<file path="config.mk">
export PLATFORM = sky130hd
export DESIGN_NAME = axi_master_ifm_rd_flat
export DESIGN_NICKNAME = d
export VERILOG_FILES = /design/src/rtl/axi_pkg.sv /design/src/rtl/axi_master_ifm_rd_if.sv /design/src/rtl/axi_master_ifm_rd.sv /design/src/flat_wrapper.sv
export SDC_FILE = /design/constraint.sdc
export NUM_CORES = 1
export LEC_CHECK = 0
export BUFFER_PORTS_ARGS = -buffer_cell sky130_fd_sc_hd__buf_2
export CORE_AREA = 2 2 137 139
export DETAILED_ROUTE_END_ITERATION = 16
export DIE_AREA = 0 0 139 141
export GPL_TIMING_DRIVEN = 0
export PLACE_DENSITY = 0.71
export SETUP_SLACK_MARGIN = 0.05
export SLEW_MARGIN = 30
export SYNTH_ARGS = -nofsm -noshare
export SYNTH_HDL_FRONTEND = slang
export SYNTH_SLANG_ARGS = --single-unit
</file>
<file path="constraint.sdc">
create_clock -name clk -period 1.8 [get_ports clk]
set_input_delay 0.18 -clock clk [delete_from_list [all_inputs] [get_ports clk]]
set_output_delay 0.18 -clock clk [all_outputs]
set_load 0.03 [all_outputs]
</file>
<file path="src/rtl/axi_pkg.sv">
// Shared AXI constants and the read-master state encoding.
package axi_pkg;
  localparam logic [1:0] AXI_BURST_INCR = 2'b01;
  localparam logic [1:0] AXI_RESP_OKAY  = 2'b00;

  typedef enum logic [1:0] {RD_IDLE, RD_ADDR, RD_READ, RD_DONE} rd_state_e;
endpackage

</file>
<file path="src/rtl/axi_master_ifm_rd_if.sv">
// AXI4 read-address and read-data channels between the IFM read master and the interconnect.
interface axi_master_ifm_rd_if #(
  parameter int AXI_ADDR_W = 32,
  parameter int AXI_DATA_W = 128
);
  logic [AXI_ADDR_W-1:0] araddr;
  logic [7:0]            arlen;
  logic [2:0]            arsize;
  logic [1:0]            arburst;
  logic                  arvalid;
  logic                  arready;
  logic [AXI_DATA_W-1:0] rdata;
  logic [1:0]            rresp;
  logic                  rlast;
  logic                  rvalid;
  logic                  rready;

  modport master (
    output araddr, arlen, arsize, arburst, arvalid, rready,
    input  arready, rdata, rresp, rlast, rvalid
  );
  modport slave (
    input  araddr, arlen, arsize, arburst, arvalid, rready,
    output arready, rdata, rresp, rlast, rvalid
  );
endinterface

</file>
<file path="src/rtl/axi_master_ifm_rd.sv">
// Fetches one IFM tile as a single INCR burst and streams every R beat into the IFM buffer.
module axi_master_ifm_rd
  import axi_pkg::*;
#(
  parameter int AXI_ADDR_W = 32,
  parameter int AXI_DATA_W = 128,
  parameter int BUF_ADDR_W = 10,
  parameter int BURST_LEN  = 128
) (
  input  logic                  clk,
  input  logic                  rst_n,
  input  logic                  start_read,
  input  logic [AXI_ADDR_W-1:0] base_addr,
  output logic                  done,
  output logic                  error,
  axi_master_ifm_rd_if.master   axi,
  output logic                  wr_en,
  output logic [BUF_ADDR_W-1:0] wr_addr,
  output logic [AXI_DATA_W-1:0] wr_data
);
  localparam int CNT_W = $clog2(BURST_LEN) + 1;
  localparam logic [CNT_W-1:0] LEN_C     = CNT_W'(BURST_LEN);
  localparam logic [CNT_W-1:0] LAST_C    = CNT_W'(BURST_LEN - 1);
  localparam logic [7:0]       ARLEN_C   = 8'(BURST_LEN - 1);
  localparam logic [2:0]       ARSIZE_C  = 3'($clog2(AXI_DATA_W / 8));

  rd_state_e             state_q, state_d;
  logic                  start_read_q;
  logic                  done_q, done_d, error_q, error_d;
  logic [AXI_ADDR_W-1:0] araddr_q, araddr_d;
  logic [7:0]            arlen_q, arlen_d;
  logic [2:0]            arsize_q, arsize_d;
  logic [1:0]            arburst_q, arburst_d;
  logic                  arvalid_q, arvalid_d;
  logic [CNT_W-1:0]      beat_cnt_q, beat_cnt_d;
  logic                  err_q, err_d;
  logic                  wr_en_q, wr_en_d;
  logic [BUF_ADDR_W-1:0] wr_addr_q, wr_addr_d;
  logic [AXI_DATA_W-1:0] wr_data_q, wr_data_d;

  logic start_pulse, r_fire, launch;
  assign start_pulse = start_read & ~start_read_q;
  assign launch      = (state_q == RD_IDLE) & start_pulse;
  assign r_fire      = axi.rvalid & axi.rready;

  // FSM; done/error are registered so they land one cycle after DONE
  always_comb begin
    state_d = state_q;
    unique case (state_q)
      RD_IDLE: if (start_pulse)                state_d = RD_ADDR;
      RD_ADDR: if (arvalid_q && axi.arready)   state_d = RD_READ;
      RD_READ: if (r_fire && axi.rlast)        state_d = RD_DONE;
      RD_DONE:                                 state_d = RD_IDLE;
      default:                                 state_d = RD_IDLE;
    endcase
    done_d  = (state_q == RD_DONE);
    error_d = (state_q == RD_DONE) & err_q;
  end

  always_comb begin
    araddr_d  = araddr_q;
    arlen_d   = arlen_q;
    arsize_d  = arsize_q;
    arburst_d = arburst_q;
    arvalid_d = arvalid_q;
    if (launch) begin
      araddr_d  = base_addr;
      arlen_d   = ARLEN_C;
      arsize_d  = ARSIZE_C;
      arburst_d = AXI_BURST_INCR;
      arvalid_d = 1'b1;
    end else if (state_q == RD_ADDR && axi.arready) begin
      arvalid_d = 1'b0;
    end
  end

  // Beat counter saturates so a runaway burst can never wrap back onto low buffer addresses
  always_comb begin
    beat_cnt_d = beat_cnt_q;
    err_d      = err_q;
    if (launch) begin
      beat_cnt_d = '0;
      err_d      = 1'b0;
    end else if (r_fire) begin
      beat_cnt_d = (beat_cnt_q == '1) ? beat_cnt_q : beat_cnt_q + CNT_W'(1);
      if (axi.rresp != AXI_RESP_OKAY || (axi.rlast && beat_cnt_q != LAST_C))
        err_d = 1'b1;
    end
  end

  always_comb begin
    wr_en_d   = r_fire && (beat_cnt_q < LEN_C);
    wr_addr_d = r_fire ? BUF_ADDR_W'(beat_cnt_q) : wr_addr_q;
    wr_data_d = r_fire ? axi.rdata : wr_data_q;
  end

  always_ff @(posedge clk or negedge rst_n) begin
    if (!rst_n) begin
      state_q      <= RD_IDLE;
      start_read_q <= 1'b0;
      done_q       <= 1'b0;
      error_q      <= 1'b0;
      araddr_q     <= '0;
      arlen_q      <= '0;
      arsize_q     <= '0;
      arburst_q    <= '0;
      arvalid_q    <= 1'b0;
      beat_cnt_q   <= '0;
      err_q        <= 1'b0;
      wr_en_q      <= 1'b0;
      wr_addr_q    <= '0;
      wr_data_q    <= '0;
    end else begin
      state_q      <= state_d;
      start_read_q <= start_read;
      done_q       <= done_d;
      error_q      <= error_d;
      araddr_q     <= araddr_d;
      arlen_q      <= arlen_d;
      arsize_q     <= arsize_d;
      arburst_q    <= arburst_d;
      arvalid_q    <= arvalid_d;
      beat_cnt_q   <= beat_cnt_d;
      err_q        <= err_d;
      wr_en_q      <= wr_en_d;
      wr_addr_q    <= wr_addr_d;
      wr_data_q    <= wr_data_d;
    end
  end

  assign axi.araddr  = araddr_q;
  assign axi.arlen   = arlen_q;
  assign axi.arsize  = arsize_q;
  assign axi.arburst = arburst_q;
  assign axi.arvalid = arvalid_q;
  assign axi.rready  = (state_q == RD_READ);
  assign done        = done_q;
  assign error       = error_q;
  assign wr_en       = wr_en_q;
  assign wr_addr     = wr_addr_q;
  assign wr_data     = wr_data_q;
endmodule

</file>
<file path="src/flat_wrapper.sv">
// flat-port wrapper written by rule: the top's interface ports become plain ports
module axi_master_ifm_rd_flat import axi_pkg::*;
#(
  parameter int AXI_ADDR_W = 32,
  parameter int AXI_DATA_W = 128,
  parameter int BUF_ADDR_W = 10,
  parameter int BURST_LEN  = 128
)
  (clk, rst_n, start_read, base_addr, done, error, wr_en, wr_addr, wr_data, axi_araddr, axi_arlen, axi_arsize, axi_arburst, axi_arvalid, axi_rready, axi_arready, axi_rdata, axi_rresp, axi_rlast, axi_rvalid);
  axi_master_ifm_rd_if #(.AXI_ADDR_W(AXI_ADDR_W), .AXI_DATA_W(AXI_DATA_W)) axi_i ();
  input  logic clk;
  input  logic rst_n;
  input  logic start_read;
  input  logic [AXI_ADDR_W-1:0] base_addr;
  output logic done;
  output logic error;
  output logic wr_en;
  output logic [BUF_ADDR_W-1:0] wr_addr;
  output logic [AXI_DATA_W-1:0] wr_data;
  output wire logic [$bits(axi_i.araddr)-1:0] axi_araddr;
  output wire logic [$bits(axi_i.arlen)-1:0] axi_arlen;
  output wire logic [$bits(axi_i.arsize)-1:0] axi_arsize;
  output wire logic [$bits(axi_i.arburst)-1:0] axi_arburst;
  output wire logic [$bits(axi_i.arvalid)-1:0] axi_arvalid;
  output wire logic [$bits(axi_i.rready)-1:0] axi_rready;
  input wire logic [$bits(axi_i.arready)-1:0] axi_arready;
  input wire logic [$bits(axi_i.rdata)-1:0] axi_rdata;
  input wire logic [$bits(axi_i.rresp)-1:0] axi_rresp;
  input wire logic [$bits(axi_i.rlast)-1:0] axi_rlast;
  input wire logic [$bits(axi_i.rvalid)-1:0] axi_rvalid;
  assign axi_araddr = axi_i.araddr;
  assign axi_arlen = axi_i.arlen;
  assign axi_arsize = axi_i.arsize;
  assign axi_arburst = axi_i.arburst;
  assign axi_arvalid = axi_i.arvalid;
  assign axi_rready = axi_i.rready;
  assign axi_i.arready = axi_arready;
  assign axi_i.rdata = axi_rdata;
  assign axi_i.rresp = axi_rresp;
  assign axi_i.rlast = axi_rlast;
  assign axi_i.rvalid = axi_rvalid;
  axi_master_ifm_rd #(.AXI_ADDR_W(AXI_ADDR_W), .AXI_DATA_W(AXI_DATA_W), .BUF_ADDR_W(BUF_ADDR_W), .BURST_LEN(BURST_LEN)) u_core (.clk(clk), .rst_n(rst_n), .start_read(start_read), .base_addr(base_addr), .done(done), .error(error), .axi(axi_i), .wr_en(wr_en), .wr_addr(wr_addr), .wr_data(wr_data));
endmodule
</file>
==> results of run 1 <==
[state kept, by name, summed over array words and instances (netlist names)]
name,flops
u_core.start_read_q,1
u_core.axi.araddr,32
u_core.error,1
u_core.axi.arvalid,1
u_core.done,1
u_core.wr_addr,8
u_core.beat_cnt_q,8
u_core.state_q,2
u_core.wr_data,128
u_core.wr_en,1
u_core.err_q,1
u_core.axi.arlen,1
[cell families (layout without fill, tap and decap cells)]
family / after synthesis / in the layout / synth area share [%]
AO/OA/AOI/OAI: 15 / 15 / 1.53
flip-flops: 185 / 185 / 63.4
multiplexers: 6 / 6 / 0.840
adder cells (fa/ha/maj): 6 / 6 / 1.03
buffers and inverters: 56 / 604 / 4.56
other: 1 / 6 / 0.0514
AND/OR/NAND/NOR: 542 / 542 / 28.6
[where the power goes]
group / switching, W / internal [W] / total (W)
clock: 0.00173 / 0.00189 / 0.00361
combinational: 0.00665 / 0.00282 / 0.00947
sequential: 0.000994 / 0.00596 / 0.00695
[per-layer routing]
metal  wire length [um]  share of wire (%)  GRT usage [%]  vias to the layer above
met5                  0                  0              0                        -
met4                755                3.2           10.2                        0
met3               1600                6.7           5.81                       57
met2              11800                 50           41.2                      308
met1               9640                 41           29.9                     3453
li1                   -                  -              -                     3552
[how the worst max path moves through the flow]
| stage | slack, ns | to | depth (start not counted) | from |
|---|---|---|---|---|
| after floorplan | 0.07 | u_core.wr_addr[7]$_DFFE_PN0N_ | 7 | u_core.state_q[0]$_DFFE_PN0P_ |
| after global placement | -2.52 | u_core.wr_data[125]$_DFFE_PN0N_ | 1 | rst_n |
| after detailed placement | -0.26 | u_core.wr_data[65]$_DFFE_PN0N_ | 7 | u_core.state_q[0]$_DFFE_PN0P_ |
| after CTS | 0.01 | u_core.wr_data[12]$_DFFE_PN0N_ | 8 | u_core.state_q[0]$_DFFE_PN0P_ |
| after global routing | 0.04 | u_core.wr_data[26]$_DFFE_PN0N_ | 7 | u_core.state_q[0]$_DFFE_PN0P_ |
| final | 0.12 | u_core.state_q[1]$_DFFE_PN0P_ | 4 | u_core.state_q[1]$_DFFE_PN0P_ |
[layout by cell type, fill, tap and decap left out, drive strengths merged, types with 2 or more instances in the layout]
master	synthesis	final
mux2i	5	5
nand2b	5	5
nand3	5	5
a211oi	4	4
and2	2	2
clkbuf	14	34
buf	40	393
ha	6	6
clkinvlp	0	5
o211ai	2	2
nand2	518	518
nor3	4	4
inv	2	8
a21oi	4	4
dfrtp	185	185
conb	1	6
nand4	2	2
dlygate4sd3	0	163
[area by class of cell]
| cell class | count | area, sq um | area share, % |
|---|---|---|---|
| flip-flops and latches | 185 | 4630 | 39.6 |
| repair buffers | 516 | 3460 | 29.6 |
| multi-input cells | 575 | 2370 | 20.3 |
| clock buffers | 20 | 457 | 3.91 |
| plain buffers | 54 | 367 | 3.14 |
| well taps | 234 | 293 | 2.50 |
| clock inverters | 12 | 106 | 0.910 |
| inverters | 2 | 7.51 | 0.0642 |
[worst min-delay path: cells and delay by family]
family	cells	cell delay (ns)
AOI/OAI and AO/OA	2	0.15
buffers and inverters	1	0.08
[per-stage QoR]
step	setup slack, ns	instances	hold WS [ns]
2_1_floorplan	0.0671	816	-0.116
3_3_place_gp	-2.52	1399	0.341
3_5_place_dp	-0.258	1401	0.0441
4_1_cts	0.0122	1597	0.0207
5_1_grt	0.0410	1598	0.0286
6_report	0.117	1598	0.0343
[what timing repair did]
item                                    4_1_cts  5_1_grt
pin swaps                                     1        0
cloned                                        0        0
hold buffers                                163        0
resized for setup                            16       11
setup buffers                                 1        1
endpoints found under the setup margin      162      152
endpoints found under the hold margin       347        0
==> summary.txt, run 1 <==
Syn avg cell area = 9.00 sq um
# setup viols final = 0
R2R cell count = 4
Max Clock Freq = 0.594 GHz
Worst-case vdd ir drop = 1040 uV
Hold Crit Start = axi_rresp[0]
GP Congestion = 0.805
Post-Syn Area = 0.00730 sq mm
Reg clk slew, reported paths = 0.07 ns
GRT Util Overall = 24.3%
TNS Setup = 0 ns
Initial antenna violation count = 0
Initial core utilization = 40.0%
Top-area cell type share of the netlist area = 63.4%
Period minus WS final = 1.68 ns
Largest net degree at the start of global routing = 83
Part of the cycle the worst path needs = 93.5%
First-pass GRT wire length = 37,900 um
YS warnings = 0
Count leader, synth = nand2_1
Status = completed
Number of fill cells = 1,385
Seq/Total Area, Yosys = 63.4%
Clock Path Buffers = 2
PortBufs = 349
Reg2reg start = u_core.state_q[1]$_DFFE_PN0P_
H-tree depth = 4
Area after DPL = 0.00943 sq mm
Vias in the first global route = 7,502
Max Cap Violations = 0
Layout cells sized above 1 = 32.4%
Static leakage = 6.65 nW
Vias per cell = 4.61
CP Class = reg -> reg
Setup Skew = 0.0126 ns
Final hold vios = 0
Final slew viol count = 0
Buf/Inv on CP = 1
Post-synth EDFFs = 0
Rows = 50
Min-Delay Path Depth = 3
Die height = 141 um
Syn-to-layout area delta = 60.1%
Final Power = 0.0200 W
Top_reg_cell synth = dfrtp_1
R2R Setup Slk = 0.12 ns
Top delay family on crit path = compound AO/OA/AOI/OAI gates
Avg WL per Cell = 14.9 um
Clk_lat worst skew = 0.42 ns
Largest cells by area after synthesis = dfrtp_1 63%, nand2_1 27%, buf_4 2.7%
First-pass iteration count of the detailed router = 7
Cell accounting for the most synthesized area = dfrtp_1
Most frequent cells after synthesis = 518 x nand2_1, 185 x dfrtp_1, 26 x buf_4, 13 x buf_2, 13 x clkbuf_1
Mapped Cells = 811
Vias = 7,370
Drc violations = 0
Flops & latches, synth = 185
Largest stage delay on the critical path = 0.44 ns
Num ports = 356
Starting DRT DRC Count = 337
Detailed Place HPWL = 15,300 um
Synth cell types = 31
Crit path max fanout = 4
Worst EP required = 2.11 ns
Design Area, Final = 0.0117 sq mm
Unrepaired setup endpoints after global routing = yes
Final #Nets = 1,525
Power per cell area = 1710 mW/mm^2
Asr flop ratio synth = 100%
Crit path max-delay cell type = a222oi_1
# diodes = 0
Core Area = 0.0183 sq mm
CTS root buf = clkbuf_16
R2R Path End = u_core.state_q[1]$_DFFE_PN0P_
Final WL = 23,800 um
Clock sinks = 185
CTS tree = yes
Grt total ovfl = 0
Die Wd = 139 um
Hold Path Class = in -> reg
WHS Endpoint = u_core.err_q$_DFFE_PN0P_
Crit path launch type = flip-flop
Final core area utilization = 64.0%
Final ANT Viol Nets = 0
Endpoint type of the worst setup path = flip-flop
CTS Buf Count = 17
Area of the die = 0.0196 sq mm
Crit path cell chain = inv_1, ha_1, a222oi_1, mux2_1
Critical path arrival = 1.99 ns
Power figures use the tool's default switching activity.
==> run 2, diff against run 1 <==
--- a/config.mk
+++ b/config.mk
@@ -9,7 +9,6 @@
 export CORE_AREA = 2 2 137 139
 export DETAILED_ROUTE_END_ITERATION = 16
 export DIE_AREA = 0 0 139 141
-export GPL_TIMING_DRIVEN = 0
 export PLACE_DENSITY = 0.71
 export SETUP_SLACK_MARGIN = 0.05
 export SLEW_MARGIN = 30
==> constraint.sdc (replaced) <==
create_clock -name clk -period 1.8 [get_ports clk]
set_input_delay 0.09 -clock clk [delete_from_list [all_inputs] [get_ports clk]]
set_output_delay 0.09 -clock clk [all_outputs]
set_load 0.03 [all_outputs]
==> run 2 against run 1 <==
  * Die area stayed put
  * Worst hold slack better by 0.022 ns
  * Combinational power is 0.8% lower
  * Worst setup slack better by 0.0062 ns
  * Highest routed layer unchanged
==> summary.txt, run 2 (synthesis gave the netlist of run 1 again) <==
Max Clock Freq = 0.596 GHz
Clock Path Buffers = 2
Rows = 50
Gate power share = 47.2%
Vias = 7,214
Drc violations = 0
Final slew viol count = 0
Static leakage = 6.53 nW
Num ports = 356
Core Area = 0.0183 sq mm
Measured slew at the worst slew-check pin = 0.521 ns
Final core area utilization = 63.3%
Vias per cell = 4.62
Initial core utilization = 40.0%
Syn-to-layout area delta = 58.4%
Hold Path Class = in -> reg
Min-Delay Path Depth = 3
Worst-case vdd ir drop = 1010 uV
Max reg flops = 128
First-pass iteration count of the detailed router = 5
Layout cells sized above 1 = 30.3%
Die Wd = 139 um
Avg WL per Cell = 14.6 um
Setup Skew = 0.00922 ns
Max Cap Violations = 0
R2R cell count = 6
Clock sinks = 185
Detailed Place HPWL = 13,800 um
Final ANT Viol Nets = 0
Most common cell after layout, fill and taps aside = nand2_1
CTS root buf = clkbuf_16
Unrepaired setup endpoints after global routing = yes
Die height = 141 um
CP Class = reg -> reg
First-pass GRT wire length = 36,800 um
Final #Nets = 1,489
H-tree depth = 4
Vias in the first global route = 7,459
Crit path max fanout = 13
Sequential share of power = 35.0%
PortBufs = 349
# diodes = 0
Largest net degree at the start of global routing = 78
TNS Setup = 0 ns
Reg clk slew, reported paths = 0.07 ns
# setup viols final = 0
Final hold vios = 0
Net Sw Power = 0.00927 W
Initial antenna violation count = 0
Int Power = 0.0106 W
Crit path launch type = flip-flop
Grt total ovfl = 0
Area of the die = 0.0196 sq mm
Relative max-transition margin = 65.3%
Power share of the clock group = 17.8%
Sw Ratio = 46.6%
GP Congestion = 0.829
GRT Util Overall = 23.2%
Power per cell area = 1720 mW/mm^2
Worst EP required = 2.12 ns
Endpoint type of the worst setup path = flip-flop
Period minus WS final = 1.68 ns
Number of fill cells = 1,365
Part of the cycle the worst path needs = 93.1%
Most frequent cells in the layout = 517 x nand2_1, 348 x buf_2, 185 x dfrtp_1
CTS Buf Count = 17
Starting DRT DRC Count = 393
CTS tree = yes
Status = completed
Final WL = 22,900 um
Critical path arrival = 2.00 ns
Clk_lat worst skew = 0.42 ns
[run 2: cell count changes in the layout (fill, tap and decap cells not counted), sizes merged]
cell         delta
buf            -25
clkbuf         -14
dlygate4sd3     +3
clkinv          -1
inv             +1
[run 2: repair_timing]
item,4_1_cts,5_1_grt
pin swaps,0,1
endpoints found under the setup margin,1,13
hold endpoints to repair,210,0
hold buffers,166,0
resized for setup,1,1
buffers inserted,0,0
[run 2: final cells by class]
type                            count  area [sq um]  share of cell area, %
Tap cell                          234           293                   2.53
Clock buffer                       20           447                   3.86
Multi-Input combinational cell    575          2370                   20.5
Sequential cell                   185          4630                   40.0
Timing Repair Buffer              534          3710                   32.1
Clock inverter                     12           109                  0.941
Inverter                            2          7.51                 0.0649
[run 2: worst paths after layout]
check / startpoint / to / slack (ns)
worst min register to register: u_core.wr_addr[5]$_DFFE_PN0N_ / u_core.wr_addr[5]$_DFFE_PN0N_ / 0.47
worst min-delay path: axi_rvalid / u_core.wr_addr[2]$_DFFE_PN0N_ / 0.06
worst max register to register: u_core.state_q[0]$_DFFE_PN0P_ / u_core.beat_cnt_q[6]$_DFFE_PN0P_ / 0.12
worst max-delay path: u_core.state_q[0]$_DFFE_PN0P_ / u_core.beat_cnt_q[6]$_DFFE_PN0P_ / 0.12
min in group asynchronous: rst_n / u_core.axi.araddr[12]$_DFFE_PN0P_ / 0.18
max in group asynchronous: rst_n / u_core.wr_data[9]$_DFFE_PN0N_ / 0.97
[run 2: power groups by stage]
stage / logic (W) / clock network [W] / registers [W]
after global placement: 0.00887 / 0 / 0.00688
after global routing: 0.0101 / 0.00379 / 0.00715
final: 0.00939 / 0.00355 / 0.00695
after detailed placement: 0.00902 / 0 / 0.00690
after CTS: 0.00930 / 0.00364 / 0.00687
after floorplan: 0.00256 / 0 / 0.0104
[run 2: metal layers]
metal | GRT usage [%] | routed length (um) | vias up
li1 | - | - | 3481
met4 | 9.20 | 672 | 0
met1 | 27.7 | 9070 | 3365
met5 | 0 | 0 | -
met2 | 39.9 | 11500 | 319
met3 | 6.86 | 1680 | 49
[run 2: worst max-delay path, cell delays in order, from the launching register on]
cell and delay [ns]:
dfrtp_1 0.42, inv_1 0.13, ha_2 0.30, and2_4 0.22
buf_12 0.15, a41oi_1 0.12, a211oi_1 0.23
[run 2: per-stage QoR]
step                      setup slack [ns]  cells  cell area, sq um  total power [W]  hold slack [ns]
final                                0.123   1562             11600           0.0199           0.0560
after global routing                0.0231   1562             11600           0.0210           0.0372
after CTS                           0.0788   1562             11600           0.0198           0.0439
after detailed placement            0.0420   1364              9340           0.0159           0.0834
after global placement               0.165   1364              9340           0.0157           0.0801
after floorplan                     0.0671    816              7320           0.0129           -0.206
==> run 3, diff against run 2 <==
--- a/config.mk
+++ b/config.mk
@@ -10,7 +10,7 @@
 export DETAILED_ROUTE_END_ITERATION = 16
 export DIE_AREA = 0 0 139 141
 export PLACE_DENSITY = 0.71
-export SETUP_SLACK_MARGIN = 0.05
+export SETUP_SLACK_MARGIN = 0.4
 export SLEW_MARGIN = 30
 export SYNTH_ARGS = -nofsm -noshare
 export SYNTH_HDL_FRONTEND = slang
==> run 3 against run 2 <==
  * Die area is the same
  * Worst setup slack gained 0.026 ns
  * Final area grew 23%
  * Sequential share of layout area shrank 7.5 points
  * Combinational power grew 44%
  * Cell count grew 4.5%
  * Highest routed layer is now met5
  * Sequential power grew 9.8%
  * Global-route usage grew 7.0 points
  * Critical path depth grew 2
  * Critical endpoint is now u_core.wr_data[31]$_DFFE_PN0N_
  * Total power grew 28%
  * Worst hold slack gained 0.14 ns
  * Critical path type unchanged
==> summary.txt, run 3 (synthesis gave the netlist of run 1 again) <==
Drc violations = 0
CTS root buf = clkbuf_16
Sw Ratio = 46.4%
Vias per cell = 5.19
Final #Nets = 1,560
Layout cells sized above 1 = 52.1%
Critical path arrival = 1.95 ns
Final hold vios = 0
CP Class = reg -> reg
Most frequent cells in the layout = 347 x buf_2, 287 x nand2_1, 184 x dfrtp_1
Gate power share = 53.3%
CTS tree = yes
Initial antenna violation count = 2
Final WL = 33,900 um
GRT Util Overall = 30.2%
Clock Path Buffers = 2
Part of the cycle the worst path needs = 91.7%
H-tree depth = 4
Endpoint type of the worst setup path = flip-flop
Post-Layout Cell Count = 1,633
Worst-case vdd ir drop = 1090 uV
Int Power = 0.0136 W
TNS Setup = 0 ns
Area of the die = 0.0196 sq mm
GP Congestion = 0.786
Detailed Place HPWL = 14,200 um
Rows = 50
Measured slew at the worst slew-check pin = 0.571 ns
First-pass GRT wire length = 46,000 um
Unrepaired setup endpoints after global routing = yes
Sequential share of power = 30.0%
Largest net degree at the start of global routing = 53
Most common cell after layout, fill and taps aside = buf_2
Crit path cell chain = inv_2, ha_4, buf_12, nand2_8, buf_12, buf_16, nand2_4, nand2_2
Starting DRT DRC Count = 499
PortBufs = 349
Largest stage delay on the critical path = 0.43 ns
Power share of the clock group = 16.7%
Crit path max-delay cell type = dfrtp_1
Num ports = 356
Crit path launch type = flip-flop
Setup Skew = 0.00706 ns
Die height = 141 um
Vias = 8,475
Avg WL per Cell = 20.8 um
Vias in the first global route = 8,561
Final ANT Viol Nets = 0
Power per cell area = 1790 mW/mm^2
Static leakage = 7.49 nW
Reg clk slew, reported paths = 0.07 ns
Syn-to-layout area delta = 94.8%
Worst EP required = 2.10 ns
Grt total ovfl = 0
Relative max-transition margin = 61.9%
Initial core utilization = 40.0%
Max Clock Freq = 0.606 GHz
CTS Buf Count = 17
Die Wd = 139 um
Max reg flops = 128
Crit path max fanout = 8
Core Area = 0.0183 sq mm
Placed Instances = 1,362
Most common cell on crit path = buf_12
Status = completed
Hold Path Class = in -> async
Clock sinks = 185
# setup viols final = 0
Net Sw Power = 0.0118 W
Clk_lat worst skew = 0.44 ns
Period minus WS final = 1.65 ns
Design Area, Final = 0.0142 sq mm
Max Cap Violations = 0
First-pass iteration count of the detailed router = 5
Area after DPL = 0.00935 sq mm
Final slew viol count = 0
## run 3: changes by cell type in the layout (fill, tap and decap cells not counted), moves of 5 or more
cell / before / now
buf_12: 12 / 18
buf_16: 0 / 28
nand2_1: 517 / 287
nand2_4: 1 / 87
bufinv_16: 0 / 5
buf_6: 1 / 20
nand2_2: 0 / 143
buf_4: 7 / 14
## run 3: metrics by stage
stage	setup WS (ns)	hold slack, ns	power (W)	utilization, %
3_3_place_gp	0.155	0.101	0.0157	51.2
2_1_floorplan	0.312	-0.206	0.0131	-
5_1_grt	0.0937	0.232	0.0264	77.8
4_1_cts	0.221	0.212	0.0228	72.1
6_report	0.150	0.199	0.0254	77.8
3_5_place_dp	0.145	0.106	0.0159	51.2
## run 3: per-layer routing
layer	share of wire (%)	track usage [%]	vias up
met3	8.0	8.22	180
met4	7.1	18.1	2
met5	0.038	0	-
met2	50	51.3	575
met1	35	34.3	4069
li1	-	-	3649
## run 3: repair_timing
item,CTS,global route
endpoints found under the setup margin,178,181
cloned,31,4
pin swaps,158,126
hold buffers,166,0
gates resized for setup,149,255
setup buffers,35,3
hold endpoints to repair,207,0
## run 3: final cells by class
class,instances,area (sq um)
tap,234,293
timing repair buffer,600,5000
clock buffer,19,443
antenna,1,2.50
clock inverter,12,213
sequential,185,4630
fill,1000,4050
multi-input combinational,580,3630
inverter,2,7.51
## run 3: path summary, 6_finish.rpt
kind	slack [ns]	cells after the start	start	end
worst max-delay path	0.15	8	u_core.state_q[0]$_DFFE_PN0P_	u_core.wr_data[31]$_DFFE_PN0N_
worst min-delay path	0.20	2	rst_n	u_core.axi.araddr[0]$_DFFE_PN0P_
worst max register to register	0.15	8	u_core.state_q[0]$_DFFE_PN0P_	u_core.wr_data[31]$_DFFE_PN0N_
worst min register to register	0.46	2	u_core.wr_addr[6]$_DFFE_PN0N_	u_core.wr_addr[6]$_DFFE_PN0N_
max in group asynchronous	0.95	3	rst_n	u_core.axi.araddr[13]$_DFFE_PN0P_
min in group clk	0.30	4	axi_rvalid	u_core.wr_addr[2]$_DFFE_PN0N_
## run 3: critical path: cells and delay by family (launching register included)
family                     cells  cell delay, ns
adders and majority gates      1            0.20
buffers and inverters          4            0.62
DFF                            1            0.43
and+or+nand+nor                3            0.27
## run 3: power by group through the flow
stage / clock network, W / logic [W] / registers, W
5_1_grt: 0.00447 / 0.0141 / 0.00779
4_1_cts: 0.00424 / 0.0115 / 0.00704
3_3_place_gp: 0 / 0.00880 / 0.00688
6_report: 0.00425 / 0.0135 / 0.00763
2_1_floorplan: 0 / 0.00271 / 0.0104
3_5_place_dp: 0 / 0.00895 / 0.00692
